===== config.mk =====
export PLATFORM = sky130hd
export DESIGN_NAME = nec_ir_transmitter
export DESIGN_NICKNAME = d
export VERILOG_FILES = /design/src/rtl/nec_ir_transmitter.sv
export SDC_FILE = /design/constraint.sdc
export NUM_CORES = 1
export LEC_CHECK = 0
export ABC_AREA = 0
export BUFFER_PORTS_ARGS = -buffer_cell sky130_fd_sc_hd__buf_2
export CORE_ASPECT_RATIO = 0.7
export CORE_MARGIN = 2
export CORE_UTILIZATION = 50
export DETAILED_ROUTE_END_ITERATION = 16
export PLACE_DENSITY_LB_ADDON = 0.3
export SYNTH_ARGS = -nofsm -noshare
export SYNTH_HDL_FRONTEND = slang
export SYNTH_SLANG_ARGS = --single-unit

===== constraint.sdc =====
create_clock -name clk_50 -period 5.8 [get_ports clk_50]
set_input_delay 1.16 -clock clk_50 [delete_from_list [all_inputs] [get_ports clk_50]]
set_output_delay 1.16 -clock clk_50 [all_outputs]
set_load 0.02 [all_outputs]

===== src/rtl/nec_ir_transmitter.sv =====
// NEC IR transmitter: serialises address/command into a 38 kHz-modulated frame; envelope rises one clock after start.
// Define IR_TX_REPEAT_EN to send NEC repeat codes while start stays high instead of back-to-back full frames.
module nec_ir_transmitter #(
  parameter int UNIT_CYCLES  = 28125,
  parameter int CARRIER_HALF = 658,
  parameter int FRAME_UNITS  = 192
) (
  input  logic       clk_50,
  input  logic       reset,
  input  logic       start,
  input  logic [7:0] address,
  input  logic [7:0] command,
  output logic       busy,
  output logic       done,
  output logic       ir_envelope,
  output logic       ir_tx
);

  localparam int CW = $clog2(UNIT_CYCLES);
  localparam int PW = (CARRIER_HALF > 1) ? $clog2(CARRIER_HALF) : 1;
  localparam int FW = $clog2(FRAME_UNITS + 1);
  localparam logic [CW-1:0] CYC_LAST   = CW'(UNIT_CYCLES - 1);
  localparam logic [PW-1:0] PH_LAST    = PW'(CARRIER_HALF - 1);
  localparam logic [FW-1:0] FRAME_LAST = FW'(FRAME_UNITS - 1);

  typedef enum logic [3:0] {
    IDLE, LEAD_MARK, LEAD_SPACE, BIT_MARK, BIT_SPACE, STOP_MARK, GAP
`ifdef IR_TX_REPEAT_EN
    , REP_MARK, REP_SPACE, REP_STOP, REP_GAP
`endif
  } state_t;

  state_t          state, state_nxt;
  logic [CW-1:0]   cyc_cnt;
  logic [7:0]      unit_cnt;
  logic [FW-1:0]   frame_cnt;
  logic [31:0]     shreg;
  logic [4:0]      bit_idx;
  logic [PW-1:0]   ph_cnt, ph_cnt_nxt;
  logic            phase, phase_nxt;
  logic [7:0]      unit_len;
  logic            unit_tick, unit_done, frame_done, frame_clr;
  logic            env_nxt, busy_nxt, done_nxt, tx_nxt;

  assign unit_tick  = (cyc_cnt == CYC_LAST);
  assign frame_done = unit_tick && (frame_cnt == FRAME_LAST);
  assign unit_done  = unit_tick && (unit_cnt == unit_len - 8'd1);

  always_comb begin
    unit_len = 8'd1;
    case (state)
      LEAD_MARK:  unit_len = 8'd16;
      LEAD_SPACE: unit_len = 8'd8;
      BIT_SPACE:  unit_len = shreg[0] ? 8'd3 : 8'd1;
`ifdef IR_TX_REPEAT_EN
      REP_MARK:   unit_len = 8'd16;
      REP_SPACE:  unit_len = 8'd4;
`endif
      default:    unit_len = 8'd1;
    endcase
  end

  always_ff @(posedge clk_50) begin
    if (reset) state <= IDLE;
    else       state <= state_nxt;
  end

  always_comb begin
    state_nxt = state;
    case (state)
      IDLE:       if (start)     state_nxt = LEAD_MARK;
      LEAD_MARK:  if (unit_done) state_nxt = LEAD_SPACE;
      LEAD_SPACE: if (unit_done) state_nxt = BIT_MARK;
      BIT_MARK:   if (unit_done) state_nxt = BIT_SPACE;
      BIT_SPACE:  if (unit_done) state_nxt = (bit_idx == 5'd31) ? STOP_MARK : BIT_MARK;
      STOP_MARK:  if (unit_done) state_nxt = GAP;
`ifdef IR_TX_REPEAT_EN
      GAP:        if (frame_done) state_nxt = start ? REP_MARK : IDLE;
      REP_MARK:   if (unit_done)  state_nxt = REP_SPACE;
      REP_SPACE:  if (unit_done)  state_nxt = REP_STOP;
      REP_STOP:   if (unit_done)  state_nxt = REP_GAP;
      REP_GAP:    if (frame_done) state_nxt = start ? REP_MARK : IDLE;
`else
      GAP:        if (frame_done) state_nxt = IDLE;
`endif
      default:    state_nxt = IDLE;
    endcase
  end

  // Output values are computed from the next state so every output leaves a flop.
  always_comb begin
    env_nxt  = (state_nxt == LEAD_MARK) || (state_nxt == BIT_MARK) || (state_nxt == STOP_MARK);
    done_nxt = (state == GAP) && frame_done;
`ifdef IR_TX_REPEAT_EN
    env_nxt  = env_nxt || (state_nxt == REP_MARK) || (state_nxt == REP_STOP);
    done_nxt = done_nxt || ((state == REP_GAP) && frame_done);
`endif
    busy_nxt = (state_nxt != IDLE);
    ph_cnt_nxt = ph_cnt;
    phase_nxt  = phase;
    if (!env_nxt || !ir_envelope) begin
      ph_cnt_nxt = '0;
      phase_nxt  = 1'b1;
    end else if (ph_cnt == PH_LAST) begin
      ph_cnt_nxt = '0;
      phase_nxt  = ~phase;
    end else begin
      ph_cnt_nxt = ph_cnt + 1'b1;
    end
    tx_nxt = env_nxt & phase_nxt;
  end

  always_ff @(posedge clk_50) begin
    if (reset) begin
      busy        <= 1'b0;
      done        <= 1'b0;
      ir_envelope <= 1'b0;
      ir_tx       <= 1'b0;
      ph_cnt      <= '0;
      phase       <= 1'b1;
    end else begin
      busy        <= busy_nxt;
      done        <= done_nxt;
      ir_envelope <= env_nxt;
      ir_tx       <= tx_nxt;
      ph_cnt      <= ph_cnt_nxt;
      phase       <= phase_nxt;
    end
  end

  // Frame counter restarts on every frame or repeat-code entry; gaps end on it.
  always_comb begin
    frame_clr = (state_nxt == IDLE);
`ifdef IR_TX_REPEAT_EN
    frame_clr = frame_clr || ((state_nxt == REP_MARK) && (state != REP_MARK));
`endif
  end

  always_ff @(posedge clk_50) begin
    if (reset) begin
      cyc_cnt   <= '0;
      unit_cnt  <= '0;
      frame_cnt <= '0;
      shreg     <= '0;
      bit_idx   <= '0;
    end else begin
      cyc_cnt <= (state == IDLE || unit_tick) ? '0 : cyc_cnt + 1'b1;
      if (state_nxt != state) unit_cnt <= '0;
      else if (unit_tick)     unit_cnt <= unit_cnt + 8'd1;
      if (frame_clr)          frame_cnt <= '0;
      else if (unit_tick)     frame_cnt <= frame_cnt + 1'b1;
      if (state == IDLE && start) begin
        shreg   <= {~command, command, ~address, address};
        bit_idx <= '0;
      end else if (state == BIT_SPACE && unit_done) begin
        shreg   <= shreg >> 1;
        bit_idx <= bit_idx + 5'd1;
      end
    end
  end

endmodule


# == Word-level counts from Yosys, hierarchy flattened ==
# Index checks and enable logic that the tools add are counted.
# word_totals
register_bits,87
input_bits,19
# op_classes
muxes,15
n_addsub,6
n_reduce_logical,20
bitwise,4
n_eq_ne,15
# op_table
op,count
$mux W32,2
$mux W4,7
$pmux W4 S7,1
$add A8 B1 Y8 const B,2
$eq A4 B3 Y1 const B,4
$not A8 Y8,2
$add A15 B1 Y15 const B,1
$eq A15 B15 Y1 const B,1
$pmux W5 S3,1
$eq A4 B2 Y1 const B,3
$add A10 B1 Y10 const B,1
$eq A10 B10 Y1 const B,1
$eq A4 B1 Y1 const B,2
$eq A8 B8 Y1,1
$eq A8 B8 Y1 const B,1
$logic_not A4 Y1,2
$reduce_or A2 Y1,4
$sub A8 B1 Y8 const B,1
$add A5 B1 Y5 const B,1
$eq A5 B5 Y1 const B,1
$logic_and A1 B1 Y1,5
$logic_or A1 B1 Y1,4
$ne A4 B4 Y1,1
$reduce_bool A4 Y1,1
other kinds (8),10

# == Logic depth before layout (Yosys ltp) ==
# depth
depth_word,14
depth_mapped,15

# == Worst setup path after synthesis ==
# Ideal clock, no wire load.
# synth_timing
path_kind,reg-to-reg
start,register state[2]
end,register phase
n_path_buf,3
t_required_ns,5.673
path_slack_ns,2.099
path_stages_with_launch,15
synth_period_minus_slack_ns,3.701
arrival_ns,3.574
cell_sequence,dfxtp_1 -> clkbuf_1 -> nor2b_1 -> and2_1 -> clkbuf_1 -> nand2_1 -> ha_1 -> ha_1 -> xnor2_1 -> nor4_1 -> nand3_2 -> o221a_1 -> or4_1 -> clkbuf_1 -> or3_1
# synth_between
elab_chain_cells,13
word_cells_on_any_way,27
classes_between,add/sub (1); eq/ne (10); mux (10); reduce/logical (6)
# synth_lines
item,line_no,text
start: declaration,33,"state_t state, state_nxt;"
start signal: assignment,65,else state <= state_nxt;
$eq A4 B3 Y1 (tied with other cells),"51, 70",
$pmux W5 S3,51,case (state)
$sub A8 B1 Y8,47,assign unit_done = unit_tick && (unit_cnt == unit_len - 8'd1);
$eq A8 B8 Y1,47,
$logic_and A1 B1 Y1,47,
$mux W4 (on tied branches),-,
$pmux W4 S7 *,70,case (state)
$eq A4 B1 Y1 or $eq A4 B2 Y1 (tied branches),92,env_nxt = (state_nxt == LEAD_MARK) || (state_nxt == BIT_MARK) || (state_nxt == STOP_MARK);
$logic_or A1 B1 Y1,92,
$logic_or A1 B1 Y1 *,92,
$logic_not A1 Y1 *,101,if (!env_nxt || !ir_envelope) begin
$logic_or A1 B1 Y1 *,101,
$mux W1 *,101,
end signal: assignment,127,phase <= phase_nxt;
end: declaration,40,"logic phase, phase_nxt;"
# Mark *: on every way between the ends. The rest lies on a longest branch, timed or not.
# A chain may end at the register's enable or synchronous reset.

# == Worst setup path after layout ==
# layout_timing
start,register state[2]
end,register unit_cnt[5]
# layout_between
elab_chain_cells,9
word_cells_on_any_way,21
classes_between,add/sub (1); eq/ne (8); mux (9); reduce/logical (3)
# layout_lines
item,line_no,text
$eq A4 B3 Y1 (tied with other cells),"51, 70",
$pmux W5 S3,51,
$sub A8 B1 Y8,47,
$eq A8 B8 Y1,47,
$logic_and A1 B1 Y1,47,
$mux W4 (on tied branches),-,
$pmux W4 S7,70,
$ne A4 B4 Y1 *,148,if (state_nxt != state) unit_cnt <= '0;
$reduce_or A2 Y1 (no source line) *,-,
end signal: assignment,149,else if (unit_tick) unit_cnt <= unit_cnt + 8'd1;
end: declaration,35,logic [7:0] unit_cnt;
# Marked as above.

==> impl_results.md <==
- Outcome: finished, final reports clean
- Die Ht: 82.7 um
- # rows: 28
- Antenna cells: 0
- CP max stage cell: or4_1
- IO buf count: 22
- Slew Limit Headroom: 28.0%
- Clock sinks: 87
- DR WL/cell: 15.6 um
- CTS Buffer Depth: 2
- Top Ports: 23
- CP Capture Type: flip-flop
- Leak Pwr: 1.74 nW
- Fillers: 789
- Synth Cell Area: 0.00442 mm2
- Routed WL: 9880 um
- Final worst slack: 1470 ps
- Drt first pass iters: 5
- Power, Total: 1.24 mW
- CTS tree: built
- Overflow after GRT: 0
- Critical path fanouts, max: 24
- # resized after CTS: 0
- Syn Nets: 541
- Post-synthesis sequential element count: 87
- # DRC: 0
- Worst Setup Path Type: flip-flop to flip-flop
- Post-route cell area: 0.00483 mm2
- Max-slew violation count: 0
- Core area: 0.00851 mm2
- CP required: 6020 ps
- Syn Area/Cell: 8.63 um2
- Placed cell area: 0.00456 mm2
- Min Tclk post-route: 4330 ps
- Hold crit path type: flip-flop to flip-flop
- Via density: 5.88
- Top cells by area, synth: dfxtp_1 39%, nor2_1 5.0%, xnor2_1 4.4%, xor2_1 4.0%, a2111oi_0 3.0%
- Number of antenna violations at the first check in global routing: 0
- Placer congestion estimate: 0.874
- Clock-pin slew on the worst setup and hold paths: 60 ps
- Mapped Cells: 512
- Antenna viol nets, final: 0
- Post-synth EDFFs: 0
- Setup violators final: 0
- Most frequent CP cell: ha_1
- First-pass GRT wire length: 16400 um
- Yosys warns: 0
- CP peak stage delay: 900 ps
- Async set-or-reset flop fraction in the synthesized netlist: 0%
- Cell taking the most area after synthesis: dfxtp_1
- Crit path cell chain: nor2b_1, and2_1, nand2_1, ha_1, ha_1, xnor2_1, nor4_1, nand3_2, o221a_1, or4_1, buf_4, mux2i_1
- Clock Latency Late Sink: 340 ps
- CTS root buf: clkbuf_16
- Area share of the largest cell type after synthesis: 39.4%
- Max Cap Viol: 0
- H-tree depth: 3
- DR vias: 3731
- Final-stage net count: 540
- Critical Path Source Type: flip-flop
- Worst Tran Pin Value: 1070 ps
- Final worst path period share: 74.6%
- Largest net degree at the start of global routing: 64
- Fmax: 231 MHz
- Die Wd: 116 um
- Final HPWL DP: 6510 um
- PD cells: 256 mW/mm2
- Drt initial violations: 277
- Initial core utilization: 51.9%
- Unrepaired setup endpoints after global routing: no
- Syn-to-layout area delta: 9.23%
- Commonest non-fill, non-tap cell in the layout: dfxtp_1
- Setup TNS Final: 0 ps
- VDD IR max: 0.187 mV
- Synth Flop Type: dfxtp_1
- Die area: 0.00962 mm2
- Yosys cell types: 49
- Num CTS Buffers: 9
- CTS Hold Bufs: 0
- Worst Skew: 5.04 ps
- Sequential element share of the synthesized area: 39.4%
- Most frequent cells in the layout: 87 x dfxtp_1, 59 x nor2_1, 27 x nand2_1
- Worst slack at placement: 1520 ps
- GRT Util Overall: 21.7%
- Worst EP arrival: 4540 ps
- Post-CTS Setup Bufs: 0
- Final hold violation count: 0
- Vias in the first global route: 3332
- Layout cell share with drive strength beyond 1: 9.92%
[cell families (layout without fill, tap and decap cells)]
group / count (synthesis) / after routing / synth area share [%]
xor gates and xnor gates: 42 / 42 / 8.32
buffers and inverters: 49 / 51 / 4.67
and+or+nand+nor: 212 / 212 / 25.6
muxes: 10 / 10 / 2.27
DFF: 87 / 87 / 39.4
other: 1 / 1 / 0.0849
adders and majority gates: 10 / 10 / 2.83
AOI/OAI and AO/OA: 101 / 101 / 16.8
[registers in the layout, summed over array words and instances (netlist names)]
| name | flops |
|---|---|
| busy | 1 |
| frame_cnt | 8 |
| shreg | 32 |
| ir_tx | 1 |
| unit_cnt | 8 |
| done | 1 |
| ph_cnt | 10 |
| bit_idx | 5 |
| cyc_cnt | 15 |
| ir_envelope | 1 |
| state | 4 |
| phase | 1 |
[synthesized netlist by cell type (all sizes together) (13+ instances only)]
| cell type | number |
|---|---|
| dfxtp | 87 |
| nor2 | 59 |
| clkbuf | 34 |
| nand2 | 27 |
| nor3 | 26 |
| nand3 | 23 |
| a21oi | 22 |
| xnor2 | 22 |
| xor2 | 20 |
| a2111oi | 15 |
| or3 | 14 |
| o211ai | 13 |
[metal layers]
| metal | share of wire [%] | vias up | track usage (%) |
|---|---|---|---|
| li1 | - | 1872 | - |
| met1 | 51 | 1771 | 31.4 |
| met2 | 43 | 80 | 31.5 |
| met3 | 5.2 | 8 | 6.72 |
| met4 | 0.74 | 0 | 4.76 |
| met5 | 0 | - | 0 |
[layout make-up]
cell class | instances | area, um2 | area share, %
inverter | 7 | 26.3 | 0.544
clock buffer | 11 | 243 | 5.03
timing repair buffer | 30 | 170 | 3.53
clock inverter | 3 | 21.3 | 0.441
tap | 120 | 150 | 3.11
sequential | 87 | 1740 | 36.1
multi-input combinational | 376 | 2470 | 51.3
[worst paths after layout]
kind / start / end / slack (ps) / cells after the start
hold reg to reg: cyc_cnt[0]$_SDFF_PP0_ / cyc_cnt[0]$_SDFF_PP0_ / 460 / 1
setup / recovery: state[2]$_SDFF_PP0_ / unit_cnt[5]$_SDFFE_PP0P_ / 1470 / 12
setup reg to reg: state[2]$_SDFF_PP0_ / unit_cnt[5]$_SDFFE_PP0P_ / 1470 / 12
hold / removal: cyc_cnt[0]$_SDFF_PP0_ / cyc_cnt[0]$_SDFF_PP0_ / 460 / 1
[metrics by stage]
stage,hold slack (ps),utilization (%),instances
final,460,56.7,634
after floorplan,425,-,512
after global placement,438,53.6,620
after global routing,480,56.7,634
after detailed placement,450,53.6,620
after CTS,465,56.7,634
[power breakdown]
group	total, mW	switching, mW	internal [mW]	leakage, nW
clock	0.527	0.230	0.297	0.127
sequential	0.627	0.0111	0.616	0.708
combinational	0.0815	0.0511	0.0304	0.902
[critical path, delay by kind of cell, from the launching register on]
kind | cells | cell delay (ps)
AO/OA/AOI/OAI | 1 | 230
XOR/XNOR | 1 | 140
adder cells (fa/ha/maj) | 2 | 580
buffers and inverters | 1 | 350
AND/OR/NAND/NOR | 6 | 2270
flip-flops | 1 | 520
multiplexers | 1 | 130
Note: power is estimated with default switching activity, not from simulation.
